File: config.mk
export PLATFORM = sky130hd
export DESIGN_NAME = tdm_demux4
export DESIGN_NICKNAME = d
export VERILOG_FILES = /design/src/rtl/tdm_pkg.sv /design/src/rtl/tdm_slot_counter.sv /design/src/rtl/tdm_demux4.sv
export SDC_FILE = /design/constraint.sdc
export NUM_CORES = 1
export LEC_CHECK = 0
export ABC_AREA = 1
export ABC_CLOCK_PERIOD_IN_PS = 1370
export CAP_MARGIN = 10
export CORE_MARGIN = 5
export CORE_UTILIZATION = 45
export DETAILED_ROUTE_END_ITERATION = 16
export HOLD_SLACK_MARGIN = 0.12
export PLACE_DENSITY = 0.71
export SLEW_MARGIN = 20
export SYNTH_ARGS = -nofsm -noshare
export SYNTH_HDL_FRONTEND = slang
export SYNTH_SLANG_ARGS = --single-unit
File: constraint.sdc
create_clock -name clk -period 1.37 [get_ports clk]
set_input_delay 0.411 -clock clk [delete_from_list [all_inputs] [get_ports clk]]
set_output_delay 0.411 -clock clk [all_outputs]
set_load 0.1 [all_outputs]
File: src/rtl/tdm_pkg.sv
// rtl/tdm_pkg.sv - shared TDM constants, slot index type and demux state enum
package tdm_pkg;

  localparam int NUM_SLOTS = 4;
  localparam int TDM_WIDTH = 8;

  typedef logic [1:0] slot_t;

  typedef enum logic {
    HUNT   = 1'b0,
    LOCKED = 1'b1
  } state_t;

endpackage

File: src/rtl/tdm_slot_counter.sv
// rtl/tdm_slot_counter.sv - TDM slot counter with clear/load-1/increment-wrap controls
module tdm_slot_counter
  import tdm_pkg::*;
(
  input  logic  clk,
  input  logic  rst_n,
  input  logic  clear,
  input  logic  load1,
  input  logic  inc,
  output slot_t slot,
  output logic  last
);

  assign last = (slot == slot_t'(NUM_SLOTS - 1));

  always_ff @(posedge clk or negedge rst_n) begin
    if (!rst_n) begin
      slot <= '0;
    end else if (clear) begin
      slot <= '0;
    end else if (load1) begin
      slot <= slot_t'(1);
    end else if (inc) begin
      slot <= last ? '0 : slot + slot_t'(1);
    end
  end

endmodule

File: src/rtl/tdm_demux4.sv
// rtl/tdm_demux4.sv - four-channel TDM demultiplexer presenting frame-aligned outputs
// Optional parity checking is enabled with TDM_DEMUX_PARITY_EN.
module tdm_demux4
  import tdm_pkg::*;
#(
  parameter int WIDTH = TDM_WIDTH
) (
  input  logic             clk,
  input  logic             rst_n,
  input  logic [WIDTH-1:0] din,
  input  logic             din_valid,
  input  logic             frame,
  output logic [WIDTH-1:0] out_a,
  output logic [WIDTH-1:0] out_b,
  output logic [WIDTH-1:0] out_c,
  output logic [WIDTH-1:0] out_d,
  output logic             out_valid,
  output logic             locked,
  output logic             sync_err
`ifdef TDM_DEMUX_PARITY_EN
  ,
  input  logic             din_par,
  output logic             par_err
`endif
);

  state_t           state_q, state_d;
  slot_t            slot;
  logic             slot_last;
  logic             cnt_clear, cnt_load1, cnt_inc;
  logic [2:0]       stage_we;
  logic             out_load;
  logic             sync_err_d;
  logic [WIDTH-1:0] stage_q [3];

  tdm_slot_counter u_slot_counter (
    .clk   (clk),
    .rst_n (rst_n),
    .clear (cnt_clear),
    .load1 (cnt_load1),
    .inc   (cnt_inc),
    .slot  (slot),
    .last  (slot_last)
  );

  always_ff @(posedge clk or negedge rst_n) begin
    if (!rst_n) state_q <= HUNT;
    else        state_q <= state_d;
  end

  always_comb begin
    state_d    = state_q;
    cnt_clear  = 1'b0;
    cnt_load1  = 1'b0;
    cnt_inc    = 1'b0;
    stage_we   = '0;
    out_load   = 1'b0;
    sync_err_d = 1'b0;
    if (din_valid) begin
      case (state_q)
        HUNT: begin
          if (frame) begin
            stage_we  = 3'b001;
            cnt_load1 = 1'b1;
            state_d   = LOCKED;
          end
        end
        LOCKED: begin
          // An early marker restarts the frame; the stale partial frame is overwritten.
          if (frame) begin
            stage_we   = 3'b001;
            cnt_load1  = 1'b1;
            sync_err_d = (slot != '0);
          end else if (slot == '0) begin
            sync_err_d = 1'b1;
            cnt_clear  = 1'b1;
            state_d    = HUNT;
          end else if (slot_last) begin
            out_load = 1'b1;
            cnt_inc  = 1'b1;
          end else begin
            stage_we = 3'b001 << slot;
            cnt_inc  = 1'b1;
          end
        end
        default: ;
      endcase
    end
  end

  always_ff @(posedge clk or negedge rst_n) begin
    if (!rst_n) begin
      for (int i = 0; i < 3; i++) stage_q[i] <= '0;
    end else begin
      for (int i = 0; i < 3; i++) begin
        if (stage_we[i]) stage_q[i] <= din;
      end
    end
  end

  always_ff @(posedge clk or negedge rst_n) begin
    if (!rst_n) begin
      out_a     <= '0;
      out_b     <= '0;
      out_c     <= '0;
      out_d     <= '0;
      out_valid <= 1'b0;
      sync_err  <= 1'b0;
    end else begin
      out_valid <= out_load;
      sync_err  <= sync_err_d;
      if (out_load) begin
        out_a <= stage_q[0];
        out_b <= stage_q[1];
        out_c <= stage_q[2];
        out_d <= din;
      end
    end
  end

  assign locked = (state_q == LOCKED);

`ifdef TDM_DEMUX_PARITY_EN
  logic bad_q;
  logic par_mis;

  // din_par is even parity, so a clean sample has zero parity over {din, din_par}.
  assign par_mis = din_par ^ (^din);

  always_ff @(posedge clk or negedge rst_n) begin
    if (!rst_n) begin
      bad_q   <= 1'b0;
      par_err <= 1'b0;
    end else begin
      par_err <= out_load & (bad_q | par_mis);
      if (stage_we[0])                    bad_q <= par_mis;
      else if (stage_we[1] | stage_we[2]) bad_q <= bad_q | par_mis;
      else if (out_load)                  bad_q <= 1'b0;
    end
  end
`endif

endmodule

* Word-level counts from Yosys, hierarchy flattened
Index checks and enable logic that the tools add are counted.
** Cells by class
- $add $sub $neg :: 1
- Multiply operators :: 0
- Divide/modulo/power cells :: 0
- Order comparisons :: 0
- Equality and inequality tests :: 1
- Shift-type cells :: 1
- Multiplexer cells :: 30
- Bitwise gates (word level) :: 1
- Reduce and logical (&&, ||, !) cells :: 3
** Operator list (count)
- $mux W1 :: 20
- $mux W3 :: 4
- $mux W2 :: 4
- $pmux W3 S2 :: 1
- $reduce_bool A3 Y1 :: 1
- $shl A1 B2 Y3 const A :: 1
- $add A2 B1 Y2 const B :: 1
- $eq A2 B2 Y1 const B :: 1
- $logic_not A2 Y1 :: 1
- $pmux W1 S2 :: 1
- $reduce_bool A2 Y1 :: 1
- $not A1 Y1 :: 1
** Word-level totals
- Bits in registers :: 61
- Latch bits :: 0
- Memory bits (writable) :: 0
- Memory bits (read-only) :: 0
- Input port bits :: 12
- Logic and storage cells :: 48
- Memories kept :: 0

* Logic depth before layout (Yosys ltp)
- Depth in word-level cells :: 8
- Gate-level depth with buffers :: 8

* By module
Synthesis repeated with hierarchy kept, for this count alone.
** Second synthesis, totals
- Cell total of the unflattened synthesis :: 290
- Area, all modules :: 2562.5 sq um
** Modules (own cells, without submodules)
- tdm_demux4 :: times used 1, cells an instance 273, area an instance 2442.3 sq um, sequential area each 1476.4 sq um
- tdm_slot_counter :: times used 1, cells an instance 17, area an instance 120.1 sq um, sequential area each 50.0 sq um

* Worst setup path after synthesis
OpenSTA, ideal clock, no wires.
- Path kind :: flip-flop to flip-flop
- Start :: reg state_q, in the netlist locked
- End :: reg out_d[0]
- Arrival :: 1.622 ns
- Required time :: 1.245 ns
- Path slack :: -0.377 ns
- Cell stages (with the launch flop) :: 7
- Buffers on the path :: 1
- Period minus slack after synthesis :: 1.747 ns
- Cells stage by stage :: dfrtp_1 > nand2_2 > inv_4 > nand3_4 > buf_2 > nand2_1 > o21ai_1
** Between the ends
- Cells in the longest elaborated chain, start to end :: 2
** RTL lines
- from (decl) :: line tdm_demux4.sv:27 : state_t state_q, state_d;
- from (signal assigned) :: line tdm_demux4.sv:48 : else state_q <= state_d;
- $mux W1 :: line tdm_demux4.sv:60 : case (state_q)
- $mux W1 :: line tdm_demux4.sv:59 : if (din_valid) begin
- to (signal assigned) :: line tdm_demux4.sv:116 : out_d <= din;
- to (decl) :: line tdm_demux4.sv:16 : output logic [WIDTH-1:0] out_d,
Every way passes these cells.
A chain may end at the register's enable or synchronous reset.

* Final worst setup path
- Start :: reg state_q, in the netlist locked
- End :: out locked
** RTL lines
- to (decl) :: line tdm_demux4.sv:18 : output logic locked,
No word-level cell between the ends.

==> results.toml <==
[status]
outcome = "finished, violations left"
violations = "negative setup slack"

[detailed_routing]
drc_errors = 0
wirelength_um = 5578
first_pass_iters = 4
wl_per_cell_um = 14.30
via_per_inst = 4.926
final_antenna_net_count = 0
dr_total_vias = 1921
drt-initial-drc-count = 195

[timing]
slew_violations = 0
finalClockSkew_ns = 0.003441
hold_slack_ns = 0.4683
max-slew-margin-rel = 0.7900
rsz0062_at_grt = "true"
fin_ws_ns = -0.03022
timing.fmax_ghz = 0.7142
fin_crit_sh = 1.022
period_minus_slack_ns = 1.400
hold_viol = 0
worstMarginPinSlew_ns = 0.3150
setup_viol = 1

[layout]
drive_above_1_share = 0.2594
n_antenna_cell = 0
finalNetCount = 335
multiInputGateArea_um2 = 805.8
layout-area-overhead-vs-synth_pct = 50.98
final_cell_count_no_fill = 390
seq_area_mm2 = 0.001531
n_fill_cell = 354
final_area_mm2 = 0.003661

[worst_setup_path]
slowest_stage = "dfrtp_4"
path_buf_inv = 1
path_delay_family = "flip-flops"
worstPathCellList = "buf_12"
endpoint_kind = "output pin"
crit_arrival_ns = 0.99
start_kind = "flip-flop"
path_class = "reg2out"
slowest_delay_ns = 0.49
worstPathRequired_ns = 0.96
cp_max_fo = 2

[clock_tree]
clock_path_buffers = 2
cts_tree = "yes"
clock-root-buffer = "clkbuf_8"
h-tree-depth = 3
clkTransAtPathRegs_ns = 0.06
cts_buffers = 9
insertion_delay_ns = 0.33
cts_sinks = 61

[pwr]
peakVddDrop_mv = 1.439
p_per_area_mw_per_mm2 = 2676
p_leak_nw = 1.833
p_total_mw = 9.797

[floorplan]
die_h_um = 83.41
start_util = 0.4688
rows = 26
die-area_mm2 = 0.006956
io_pins = 47
core_mm2 = 0.005172
die_w_um = 83.41

[place]
hpwl_um = 3603
gp_congestion = 0.7512
port_buffers = 46
placed_cells = 366
place_area_mm2 = 0.003353

[grt]
grt_pass1_vias = 1880
antenna_found_initial = 0
grt_first_pass_wirelength_um = 9225
grt_max_degree = 62
grt_usage = 0.1690
grt_overflow_total = 0

[synthesis]
synth_seq_cells = 61
syn_area_mm2 = 0.002425
syn-instance-count = 251
syn_area_per_cell_um2 = 9.661
synth.distinct_cells = 17
syn_nets = 269
ys_seq_area_frac = 0.6295
yosys_warnings = 0

[run]
timing.max_cap.violations = 0

[min_path]
worstHoldPathType = "reg2reg"
## per-layer routing
metal | vias up | global-route usage | part of all wire
li1 | 920 | - | -
met1 | 929 | 0.2045 | 0.39
met2 | 61 | 0.2741 | 0.53
met3 | 11 | 0.04455 | 0.056
met4 | 0 | 0.09212 | 0.024
met5 | - | 0 | 0
## timing repair
action                     CTS  global route
buffers inserted             3             5
resized for setup            2            17
hold endpoints to repair    61             0
setup endpoints to repair    3            50
hold buffers                 1             0
gates cloned                 0             1
pin swaps                    0             3
## worst paths after layout
path | endpoint | start | slack [ns] | cells past startpoint
worst max register to register | out_b[5] | locked | 0.02 | 8
worst max-delay path | locked | locked | -0.03 | 1
max in group asynchronous | locked | rst_n | 0.49 | 3
worst min register to register | out_a[6] | stage_q[22] | 0.47 | 2
worst min-delay path | out_a[6] | stage_q[22] | 0.47 | 2
min in group asynchronous | locked | rst_n | 0.62 | 3
## cells in the mapped netlist (all sizes together)
cell type	count	area [µm²]
nor2	6	22.52
inv	17	66.31
clkinv	1	5.000
clkbuf	1	3.750
nand3	7	72.57
dfrtp	61	1526
nand4	1	6.260
ha	6	75.07
nand2	109	411.7
buf	9	70.06
o21ai	33	165.2
## registers in the layout, indices dropped and copies added, names as in the netlist
| register | cells |
|---|---|
| stage_q | 24 |
| out_a | 8 |
| out_b | 8 |
| out_c | 8 |
| out_d | 8 |
| u_slot_counter.slot | 2 |
| locked | 1 |
| out_valid | 1 |
| sync_err | 1 |
## stage by stage
stage                     utilization  setup WS (ns)  setup TNS, ns
after floorplan                     -        0.03827              0
after global placement         0.6483        -0.2668         -13.09
after detailed placement       0.6483        -0.3134         -14.56
after CTS                      0.6882       -0.04076       -0.04076
after global routing           0.7078       -0.06461        -0.6496
final                          0.7078       -0.03022       -0.03022
## worst register-to-register path, stage by stage, from the launching register on
cell and delay (ns):
dfrtp_4 0.49, buf_4 0.17, nand2_4 0.07, inv_4 0.06, nand3_4 0.09, clkinv_4 0.09
buf_12 0.15, nand2_1 0.07, nand2_1 0.05
## report_power, final
| part | switching (mW) | internal [mW] |
|---|---|---|
| registers | 0.577 | 2.45 |
| logic | 3.47 | 1.94 |
| clock network | 0.632 | 0.729 |
## cells by family after synthesis
group,after synthesis,share of synthesized area
buffers and inverters,28,0.05985
flip-flops,61,0.6295
adder cells (fa/ha/maj),6,0.03096
AND/OR/NAND/NOR,123,0.2116
AO/OA/AOI/OAI,33,0.06811
## cells in the final DEF, fill, tap and decap left out
cell             count
buf_12              38
buf_2                1
buf_4               11
buf_6                2
buf_8                1
clkbuf_1             1
clkbuf_8            11
clkdlybuf4s50_1     10
clkinv_2             2
clkinv_4             1
dfrtp_1             59
dfrtp_2              1
dfrtp_4              1
dlygate4sd3_1        1
ha_1                 3
ha_2                 1
ha_4                 2
inv_1               13
inv_2                3
inv_4                1
nand2_1            108
nand2_4              1
nand3_1              2
nand3_2              3
nand3_4              3
nand4_1              1
nor2_1               6
o21ai_0             22
o21ai_1             11
## final cells by class
class                           count  share of cell area
Inverter                           18             0.02051
Tap cell                           70             0.02392
Timing Repair Buffer               64              0.2720
Sequential cell                    61              0.4183
Clock buffer                       12             0.04238
Multi-Input combinational cell    163              0.2201
Clock inverter                      2            0.002734
Power figures use the tool's default switching activity.
